[src/rtl/input_conditioner_pkg.sv]
// Shared defaults for the input conditioner and its debounce channels.
// Parameter defaults live here so the top and sub-module agree without repetition.
package input_conditioner_pkg;

    localparam int SYNC_STAGES_DEF     = 2;
    localparam int DEBOUNCE_CYCLES_DEF = 16;
    localparam int HOLD_CYCLES_DEF     = 100;
    localparam int CNT_W_DEF           = 8;
    localparam int PRESS_CNT_W         = 8;

endpackage

[src/rtl/input_conditioner_debounce_channel.sv]
// One-bit synchronizer chain followed by a debounce counter.
// Latency: SYNC_STAGES+DEBOUNCE_CYCLES edges from a clean raw change to stable; no backpressure.
module debounce_channel
    import input_conditioner_pkg::*;
#(
    parameter int SYNC_STAGES     = SYNC_STAGES_DEF,
    parameter int DEBOUNCE_CYCLES = DEBOUNCE_CYCLES_DEF,
    parameter int CNT_W           = CNT_W_DEF
) (
    input  logic clk,
    input  logic reset,
    input  logic raw,
    output logic stable,
    output logic stable_nxt
);

    logic [SYNC_STAGES-1:0] sync_q, sync_d;
    logic [CNT_W-1:0]       cnt_q, cnt_d;
    logic                   stable_q, stable_d;
    logic                   s;

    assign s = sync_q[SYNC_STAGES-1];

    always_comb begin
        sync_d   = {sync_q[SYNC_STAGES-2:0], raw};
        cnt_d    = cnt_q;
        stable_d = stable_q;
        if (s == stable_q) begin
            cnt_d = '0;
        end else if (cnt_q == CNT_W'(DEBOUNCE_CYCLES - 1)) begin
            stable_d = s;
            cnt_d    = '0;
        end else begin
            cnt_d = cnt_q + CNT_W'(1);
        end
    end

    always_ff @(posedge clk or negedge reset) begin
        if (!reset) begin
            sync_q   <= '0;
            cnt_q    <= '0;
            stable_q <= 1'b0;
        end else begin
            sync_q   <= sync_d;
            cnt_q    <= cnt_d;
            stable_q <= stable_d;
        end
    end

    assign stable     = stable_q;
    // Lets the parent register edge pulses in the same cycle the stable level flips.
    assign stable_nxt = stable_d;

endmodule

[src/rtl/input_conditioner.sv]
// Synchronizes and debounces sw1/sw2/button; derives press/release pulses, long-press flag, press counter.
// Latency: SYNC_STAGES+DEBOUNCE_CYCLES edges raw->level, pulses aligned with the level edge; no backpressure.
module input_conditioner
    import input_conditioner_pkg::*;
#(
    parameter int SYNC_STAGES     = SYNC_STAGES_DEF,
    parameter int DEBOUNCE_CYCLES = DEBOUNCE_CYCLES_DEF,
    parameter int HOLD_CYCLES     = HOLD_CYCLES_DEF,
    parameter int CNT_W           = CNT_W_DEF
) (
    input  logic                   clk,
    input  logic                   reset,
    input  logic                   sw1_raw,
    input  logic                   sw2_raw,
    input  logic                   button_raw,
    output logic                   sw1,
    output logic                   sw2,
    output logic                   button,
    output logic                   btn_press,
    output logic                   btn_release,
    output logic                   btn_held,
    output logic [PRESS_CNT_W-1:0] press_count
);

    logic [1:0] sw_nxt_unused;
    logic       btn_stable, btn_nxt;

    debounce_channel #(.SYNC_STAGES(SYNC_STAGES), .DEBOUNCE_CYCLES(DEBOUNCE_CYCLES), .CNT_W(CNT_W))
        u_sw1 (.clk(clk), .reset(reset), .raw(sw1_raw), .stable(sw1), .stable_nxt(sw_nxt_unused[0]));

    debounce_channel #(.SYNC_STAGES(SYNC_STAGES), .DEBOUNCE_CYCLES(DEBOUNCE_CYCLES), .CNT_W(CNT_W))
        u_sw2 (.clk(clk), .reset(reset), .raw(sw2_raw), .stable(sw2), .stable_nxt(sw_nxt_unused[1]));

    debounce_channel #(.SYNC_STAGES(SYNC_STAGES), .DEBOUNCE_CYCLES(DEBOUNCE_CYCLES), .CNT_W(CNT_W))
        u_btn (.clk(clk), .reset(reset), .raw(button_raw), .stable(btn_stable), .stable_nxt(btn_nxt));

    logic                   btn_press_q, btn_press_d;
    logic                   btn_release_q, btn_release_d;
    logic                   btn_held_q, btn_held_d;
    logic [CNT_W-1:0]       hold_cnt_q, hold_cnt_d;
    logic [PRESS_CNT_W-1:0] press_count_q, press_count_d;

    always_comb begin
        btn_press_d   = btn_nxt & ~btn_stable;
        btn_release_d = ~btn_nxt & btn_stable;

        // Counting starts the cycle after the level rises and clears on the release edge.
        hold_cnt_d = '0;
        if (btn_nxt && btn_stable) begin
            if (hold_cnt_q != CNT_W'(HOLD_CYCLES)) begin
                hold_cnt_d = hold_cnt_q + CNT_W'(1);
            end else begin
                hold_cnt_d = hold_cnt_q;
            end
        end
        btn_held_d = btn_nxt && (hold_cnt_d == CNT_W'(HOLD_CYCLES));

        press_count_d = press_count_q;
        if (btn_press_d) begin
            press_count_d = press_count_q + PRESS_CNT_W'(1);
        end
    end

    always_ff @(posedge clk or negedge reset) begin
        if (!reset) begin
            btn_press_q   <= 1'b0;
            btn_release_q <= 1'b0;
            btn_held_q    <= 1'b0;
            hold_cnt_q    <= '0;
            press_count_q <= '0;
        end else begin
            btn_press_q   <= btn_press_d;
            btn_release_q <= btn_release_d;
            btn_held_q    <= btn_held_d;
            hold_cnt_q    <= hold_cnt_d;
            press_count_q <= press_count_d;
        end
    end

    assign button      = btn_stable;
    assign btn_press   = btn_press_q;
    assign btn_release = btn_release_q;
    assign btn_held    = btn_held_q;
    assign press_count = press_count_q;

endmodule

[config.mk]
export PLATFORM = sky130hd
export DESIGN_NAME = input_conditioner
export DESIGN_NICKNAME = d
export VERILOG_FILES = /design/src/rtl/input_conditioner_pkg.sv /design/src/rtl/input_conditioner_debounce_channel.sv /design/src/rtl/input_conditioner.sv
export SDC_FILE = /design/constraint.sdc
export NUM_CORES = 1
export LEC_CHECK = 0
export CAP_MARGIN = 20
export CORE_MARGIN = 2
export CORE_UTILIZATION = 25
export DETAILED_ROUTE_END_ITERATION = 7
export SLEW_MARGIN = 10
export SYNTH_ARGS = -nofsm -noshare
export SYNTH_HDL_FRONTEND = slang
export SYNTH_HIERARCHICAL = 1
export SYNTH_SLANG_ARGS = --single-unit
export TNS_END_PERCENT = 50
[constraint.sdc]
create_clock -name clk -period 5.9 [get_ports clk]
set_clock_uncertainty 0.15 [all_clocks]
set_input_delay 1.18 -clock clk [delete_from_list [all_inputs] [get_ports clk]]
set_output_delay 1.18 -clock clk [all_outputs]
set_load 0.02 [all_outputs]
==> impl_metrics.py, run 1 <==
metrics = {
    "outcome": {
        "status": "complete, no violations",
    },
    "setup_path": {
        "worst-path-max-fanout": 7,
        "path_class": "register to output port",
        "critPathTopFamily": "buffers and inverters",
        "crit_chain": "clkdlybuf4s50_1",
        "critical_path_required_ns": 4.57,
        "cp-end-kind": "output port",
        "max_stage_delay_ns": 0.65,
        "r2r_cells": 8,
        "start_kind": "register",
        "cp.arrival_ns": 1.40,
        "path_buf_inv": 1,
        "slowest_stage": "clkdlybuf4s50_1",
        "path_depth": 1,
    },
    "timing": {
        "drv_slew": 0,
        "setup_tns_ns": 0,
        "min_period_over_period": 0.464,
        "max-slew-margin-rel": 0.563,
        "report.final.setup_viol": 0,
        "rsz0062_at_grt": "false",
        "worst_pin_slew_ns": 0.650,
        "min_period_ns": 2.73,
        "max_freq_ghz": 0.366,
        "hold_viol": 0,
    },
    "clock_tree": {
        "postCtsSetupBuffers": 0,
        "cts-root-buf": "clkbuf_8",
        "cts_htree_levels": 2,
        "clockBufferDepth": 2,
        "clk_latency_ns": 0.30,
        "clock_sinks": 52,
        "cts_tree": "done",
        "ctsHoldBuffers": 0,
        "ctsResizeCount": 0,
        "cts_buffers": 5,
        "clk_pin_slew_ns": 0.09,
    },
    "pwr": {
        "ir_drop_mv": 0.0775,
        "comb_power_share": 0.042,
        "share_clk_of_total_power": 0.337,
        "intPower_mw": 0.459,
        "cellPowerDensity_nw_per_um2": 216,
        "leakagePower_nw": 1.16,
        "p_sw_frac": 0.232,
        "seqPwrFrac": 0.621,
        "power_switching_mw": 0.139,
    },
    "detailed_routing": {
        "wl_met1_um": 2010,
        "wl_met3_um": 146,
        "first_pass_iters": 4,
        "routed-via-count": 1604,
        "met2_length_um": 1960,
        "drt_drc_violations_left": 0,
        "drt_iter0_drc": 48,
        "vias_per_cell": 4.69,
        "routed_wl_um": 4150,
        "antenna_left": 0,
        "routedWlPerCell_um": 12.1,
        "maxUsedRoutingLayer": "met4",
    },
    "layout": {
        "final_cells": 342,
        "nets": 241,
        "antenna_cells": 0,
        "final_cell_mix": "dfrtp_1, clkdlybuf4s50_1, a21oi_1, xnor2_1",
        "nFillCells": 935,
        "fin_util": 0.301,
        "layout_commonest_cell": "dfrtp_1",
        "drive_gt1_frac": 0.113,
        "area_growth_pct": 17.2,
    },
    "floorplan": {
        "die_h_um": 101,
        "fp.dieW_um": 101,
        "dieArea_um2": 10200,
        "core_area_um2": 9200,
        "ios": 19,
        "rows": 35,
        "start_util": 0.257,
    },
    "synthesis": {
        "ys.warnings.count": 6,
        "ys_seq_area_frac": 0.551,
        "yosys_register_bits": 52,
        "synthCells": 205,
        "syn_nets": 216,
        "synth.distinct_cells": 36,
        "postSynthAreaPerCell_um2": 11.5,
        "syn_area_um2": 2360,
    },
    "min_path": {
        "hold_depth": 0,
        "worst_hold_path_type": "register to register",
    },
    "global_routing": {
        "grt_pass1_vias": 1591,
        "gr-total-overflow": 0,
        "grt_max_degree": 53,
        "antenna_found_initial": 0,
        "track_usage": 0.0862,
        "grt_pass1_wl_um": 7200,
    },
    "place": {
        "gp_congestion": 0.830,
        "dp_cells": 334,
        "hpwl_um": 2970,
        "io_buffers": 18,
    },
    "job": {
        "max_cap_violations": 0,
    },
}
## final cells by class
cell class              count  area [um2]  area share
flip-flops and latches     52        1300       0.470
multi-input cells         146        1030       0.374
repair buffers             19         183      0.0660
well taps                 111         139      0.0502
clock buffers               6        72.6      0.0262
inverters                   6        22.5     0.00813
clock inverters             2        16.3     0.00587
## registers in the layout, summed over array words and instances (netlist names), 2 cells and up
name	cells
press_count	8
u_sw2/sync_q	2
u_sw2/cnt_q	8
u_sw1/sync_q	2
u_btn/sync_q	2
u_btn/cnt_q	8
u_sw1/cnt_q	8
hold_cnt_q	8
## Yosys cell counts
| cell | n | area [um2] |
|---|---|---|
| and3_1 | 3 | 18.8 |
| or2b_1 | 1 | 7.51 |
| a31o_1 | 1 | 8.76 |
| a22o_1 | 3 | 26.3 |
| nor4b_2 | 1 | 15.0 |
| nor2_1 | 9 | 33.8 |
| and2b_4 | 1 | 10.0 |
| nand3_1 | 11 | 55.1 |
| xor2_1 | 4 | 35.0 |
| a21bo_2 | 1 | 10.0 |
| inv_1 | 6 | 22.5 |
| a41o_2 | 3 | 33.8 |
| mux2_1 | 3 | 33.8 |
| a31oi_1 | 3 | 18.8 |
| a21oi_1 | 15 | 75.1 |
| and4_1 | 1 | 8.76 |
| o21ai_0 | 11 | 55.1 |
| mux2_2 | 1 | 11.3 |
| nor4_4 | 3 | 63.8 |
| nand3b_1 | 1 | 7.51 |
| ha_1 | 6 | 75.1 |
| nand2_1 | 13 | 48.8 |
| and3_2 | 1 | 7.51 |
| mux2i_1 | 1 | 10.0 |
| a311oi_1 | 3 | 26.3 |
| nand4_1 | 5 | 31.3 |
| or3_1 | 13 | 81.3 |
| dfrtp_1 | 52 | 1300 |
| a2111oi_2 | 1 | 15.0 |
| clkbuf_1 | 1 | 3.75 |
| nor2b_1 | 5 | 31.3 |
| nor3_1 | 3 | 15.0 |
| xnor2_1 | 14 | 123 |
| or2_2 | 1 | 6.26 |
| nand3_2 | 1 | 10.0 |
| and2b_2 | 3 | 26.3 |
## power by group through the flow
stage	logic, mW	registers (mW)	clock network [mW]
global placement	0.0258	0.377	0
floorplan	0.0128	0.377	0
finish	0.0253	0.371	0.201
CTS	0.0263	0.371	0.214
detailed placement	0.0260	0.378	0
global route	0.0298	0.372	0.224
## stage by stage
step | hold WS, ns | area, um2 | total power [mW] | worst slack [ns]
final | 0.206 | 2770 | 0.598 | 3.17
after global routing | 0.211 | 2770 | 0.626 | 3.08
after CTS | 0.208 | 2770 | 0.612 | 3.15
after detailed placement | 0.186 | 2680 | 0.404 | 3.40
after global placement | 0.183 | 2680 | 0.403 | 3.46
after floorplan | 0.181 | 2360 | 0.389 | 3.59
## final timing paths
path	start	to	slack, ns
min	u_btn/sync_q[0]$_DFF_PN0_	u_btn/sync_q[1]$_DFF_PN0_	0.21
min in group asynchronous	reset	u_sw2/cnt_q[6]$_DFF_PN0_	0.84
max reg2reg	u_btn/cnt_q[0]$_DFF_PN0_	press_count[5]$_DFFE_PN0P_	3.40
max in group asynchronous	reset	u_btn/cnt_q[0]$_DFF_PN0_	4.32
max	u_btn/stable$_DFF_PN0_	button	3.17
min reg2reg	u_btn/sync_q[0]$_DFF_PN0_	u_btn/sync_q[1]$_DFF_PN0_	0.21
## cells by family (layout without fill, tap and decap cells)
logic type,after synthesis,in the layout,share of synthesized area
AND/OR/NAND/NOR,76,76,0.202
flip-flops,52,52,0.551
AO/OA/AOI/OAI,41,41,0.114
XOR/XNOR,18,18,0.0667
buffers and inverters,7,33,0.0111
adder cells (fa/ha/maj),6,6,0.0318
multiplexers,5,5,0.0233
## worst reg2reg max path: stages (launching register included)
cell and delay [ns]:
dfrtp_1 0.43, ha_1 0.27, nand3_1 0.14, and2b_2 0.24, mux2_1 0.25, nor2b_1 0.35, and4_1 0.31, nand3_1 0.12
xnor2_1 0.14
## layer usage
layer  GRT usage  vias up
li1            -      794
met1       0.115      789
met2       0.137       17
met3      0.0228        4
met4      0.0291        0
met5           0        -
(Power assumes the default switching activity.)
==> inputs of run 2 (changes only) <==
==> constraint.sdc (replaced) <==
create_clock -name clk -period 2.6 [get_ports clk]
set_clock_uncertainty 0.15 [all_clocks]
set_input_delay 0.52 -clock clk [delete_from_list [all_inputs] [get_ports clk]]
set_output_delay 0.52 -clock clk [all_outputs]
set_load 0.02 [all_outputs]
==> impl_metrics.py, run 2 (same netlist as run 1, synthesis figures left out) <==
metrics = {
    "pwr": {
        "cellPowerDensity_nw_per_um2": 532,
        "leakagePower_nw": 1.19,
        "ir_drop_mv": 0.206,
        "power_mw": 1.51,
    },
    "setup_path": {
        "worst-path-max-fanout": 5,
        "critical_path_required_ns": 2.64,
        "critPathTopFamily": "simple AND/OR/NAND/NOR gates",
        "cp-end-kind": "register",
        "slowest_stage": "dfrtp_1",
        "crit_top_cell": "nand3_1",
        "cp.arrival_ns": 2.40,
        "start_kind": "register",
        "path_buf_inv": 0,
        "crit_chain": "ha_1 > nand3_1 > and2b_2 > mux2_1 > nor2b_1 > and4_1 > nand3_1 > xnor2_1",
        "max_stage_delay_ns": 0.43,
        "path_class": "register to register",
    },
    "detailed_routing": {
        "routed-via-count": 1628,
        "first_pass_iters": 4,
        "routedWlPerCell_um": 12.9,
        "drt_drc_violations_left": 0,
        "drt_iter0_drc": 43,
        "routed_wl_um": 4470,
        "antenna_left": 0,
        "vias_per_cell": 4.72,
    },
    "timing": {
        "fin_ws_ns": 0.238,
        "hold_viol": 0,
        "max_freq_ghz": 0.423,
        "setup_tns_ns": 0,
        "rsz0062_at_grt": "false",
        "min_period_ns": 2.36,
        "max-slew-margin-rel": 0.567,
        "drv_slew": 0,
        "report.final.setup_viol": 0,
        "worst_pin_slew_ns": 0.650,
        "min_period_over_period": 0.908,
    },
    "min_path": {
        "worst_hold_path_type": "input pin to asynchronous set/reset pin",
    },
    "layout": {
        "layout_commonest_cell": "dfrtp_1",
        "drive_gt1_frac": 0.128,
        "fin_util": 0.308,
        "nFillCells": 937,
        "stdcell_area_um2": 2830,
        "antenna_cells": 0,
        "final_cell_mix": "dfrtp_1, clkdlybuf4s50_1, a21oi_1, xnor2_1",
        "nets": 244,
        "area_growth_pct": 19.8,
    },
    "place": {
        "io_buffers": 18,
        "place_ws_ns": 0.240,
        "hpwl_um": 3220,
        "gp_congestion": 0.801,
        "placed_cell_area_um2": 2700,
    },
    "floorplan": {
        "dieArea_um2": 10200,
        "fp.dieW_um": 101,
        "die_h_um": 101,
        "start_util": 0.257,
        "rows": 35,
        "ios": 19,
        "core_area_um2": 9200,
    },
    "global_routing": {
        "grt_max_degree": 31,
        "track_usage": 0.0949,
        "grt_pass1_wl_um": 7700,
        "antenna_found_initial": 0,
        "gr-total-overflow": 0,
        "grt_pass1_vias": 1581,
    },
    "clock_tree": {
        "ctsResizeCount": 0,
        "cts-root-buf": "clkbuf_8",
        "cts_tree": "done",
        "ctsHoldBuffers": 0,
        "cts_htree_levels": 2,
        "clk_pin_slew_ns": 0.09,
        "clk_latency_ns": 0.30,
        "clock_sinks": 52,
        "clockBufferDepth": 2,
        "postCtsSetupBuffers": 0,
        "cts_buffers": 5,
    },
    "job": {
        "max_cap_violations": 0,
    },
    "outcome": {
        "status": "complete, no violations",
    },
}
==> run 2: cell count changes in the layout (fill, tap and decap cells not counted), sizes merged <==
cell	before	now
buf	2	5
bufinv	0	1
clkbuf	6	7
clkinv	1	0
clkinvlp	1	0
==> run 2: where the power goes <==
| group | internal (mW) | leakage, nW | switching [mW] |
|---|---|---|---|
| registers | 0.824 | 0.705 | 0.0179 |
| clock network | 0.340 | 0.0645 | 0.265 |
| logic | 0.0255 | 0.424 | 0.0330 |
| total | 1.19 | 1.19 | 0.316 |
==> run 2: final timing paths <==
kind / startpoint / to / slack [ns] / cells past startpoint
worst max-delay path: u_btn/cnt_q[0]$_DFF_PN0_ / press_count[5]$_DFFE_PN0P_ / 0.24 / 8
worst min-delay path: reset / u_sw2/cnt_q[7]$_DFF_PN0_ / 0.08 / 1
worst max register to register: u_btn/cnt_q[0]$_DFF_PN0_ / press_count[5]$_DFFE_PN0P_ / 0.24 / 8
worst min register to register: u_sw2/sync_q[0]$_DFF_PN0_ / u_sw2/sync_q[1]$_DFF_PN0_ / 0.21 / 0
max in group asynchronous: reset / hold_cnt_q[5]$_DFF_PN0_ / 1.59 / 2
min in group clk: u_sw2/sync_q[0]$_DFF_PN0_ / u_sw2/sync_q[1]$_DFF_PN0_ / 0.21 / 0
==> run 2: metal layers <==
layer / vias up / GRT usage / wire length, um
met5: - / 0 / 0
met2: 27 / 0.143 / 2000
met3: 5 / 0.0269 / 168
met1: 797 / 0.134 / 2260
met4: 0 / 0.0260 / 40
li1: 799 / - / -
==> run 2: stage by stage <==
step                      hold slack [ns]  instances
after global routing                0.135        345
after floorplan                    0.0744        205
after CTS                          0.0991        345
after global placement              0.184        337
after detailed placement            0.189        337
final                              0.0792        345
==> run 2: cell type report <==
cell class	count	area [um2]	area share
Tap cell	111	139	0.0491
Clock buffer	7	96.3	0.0341
Multi-Input combinational cell	146	1030	0.366
Sequential cell	52	1300	0.460
Timing Repair Buffer	22	205	0.0725
Inverter	6	22.5	0.00796
Clock inverter	1	30.0	0.0106
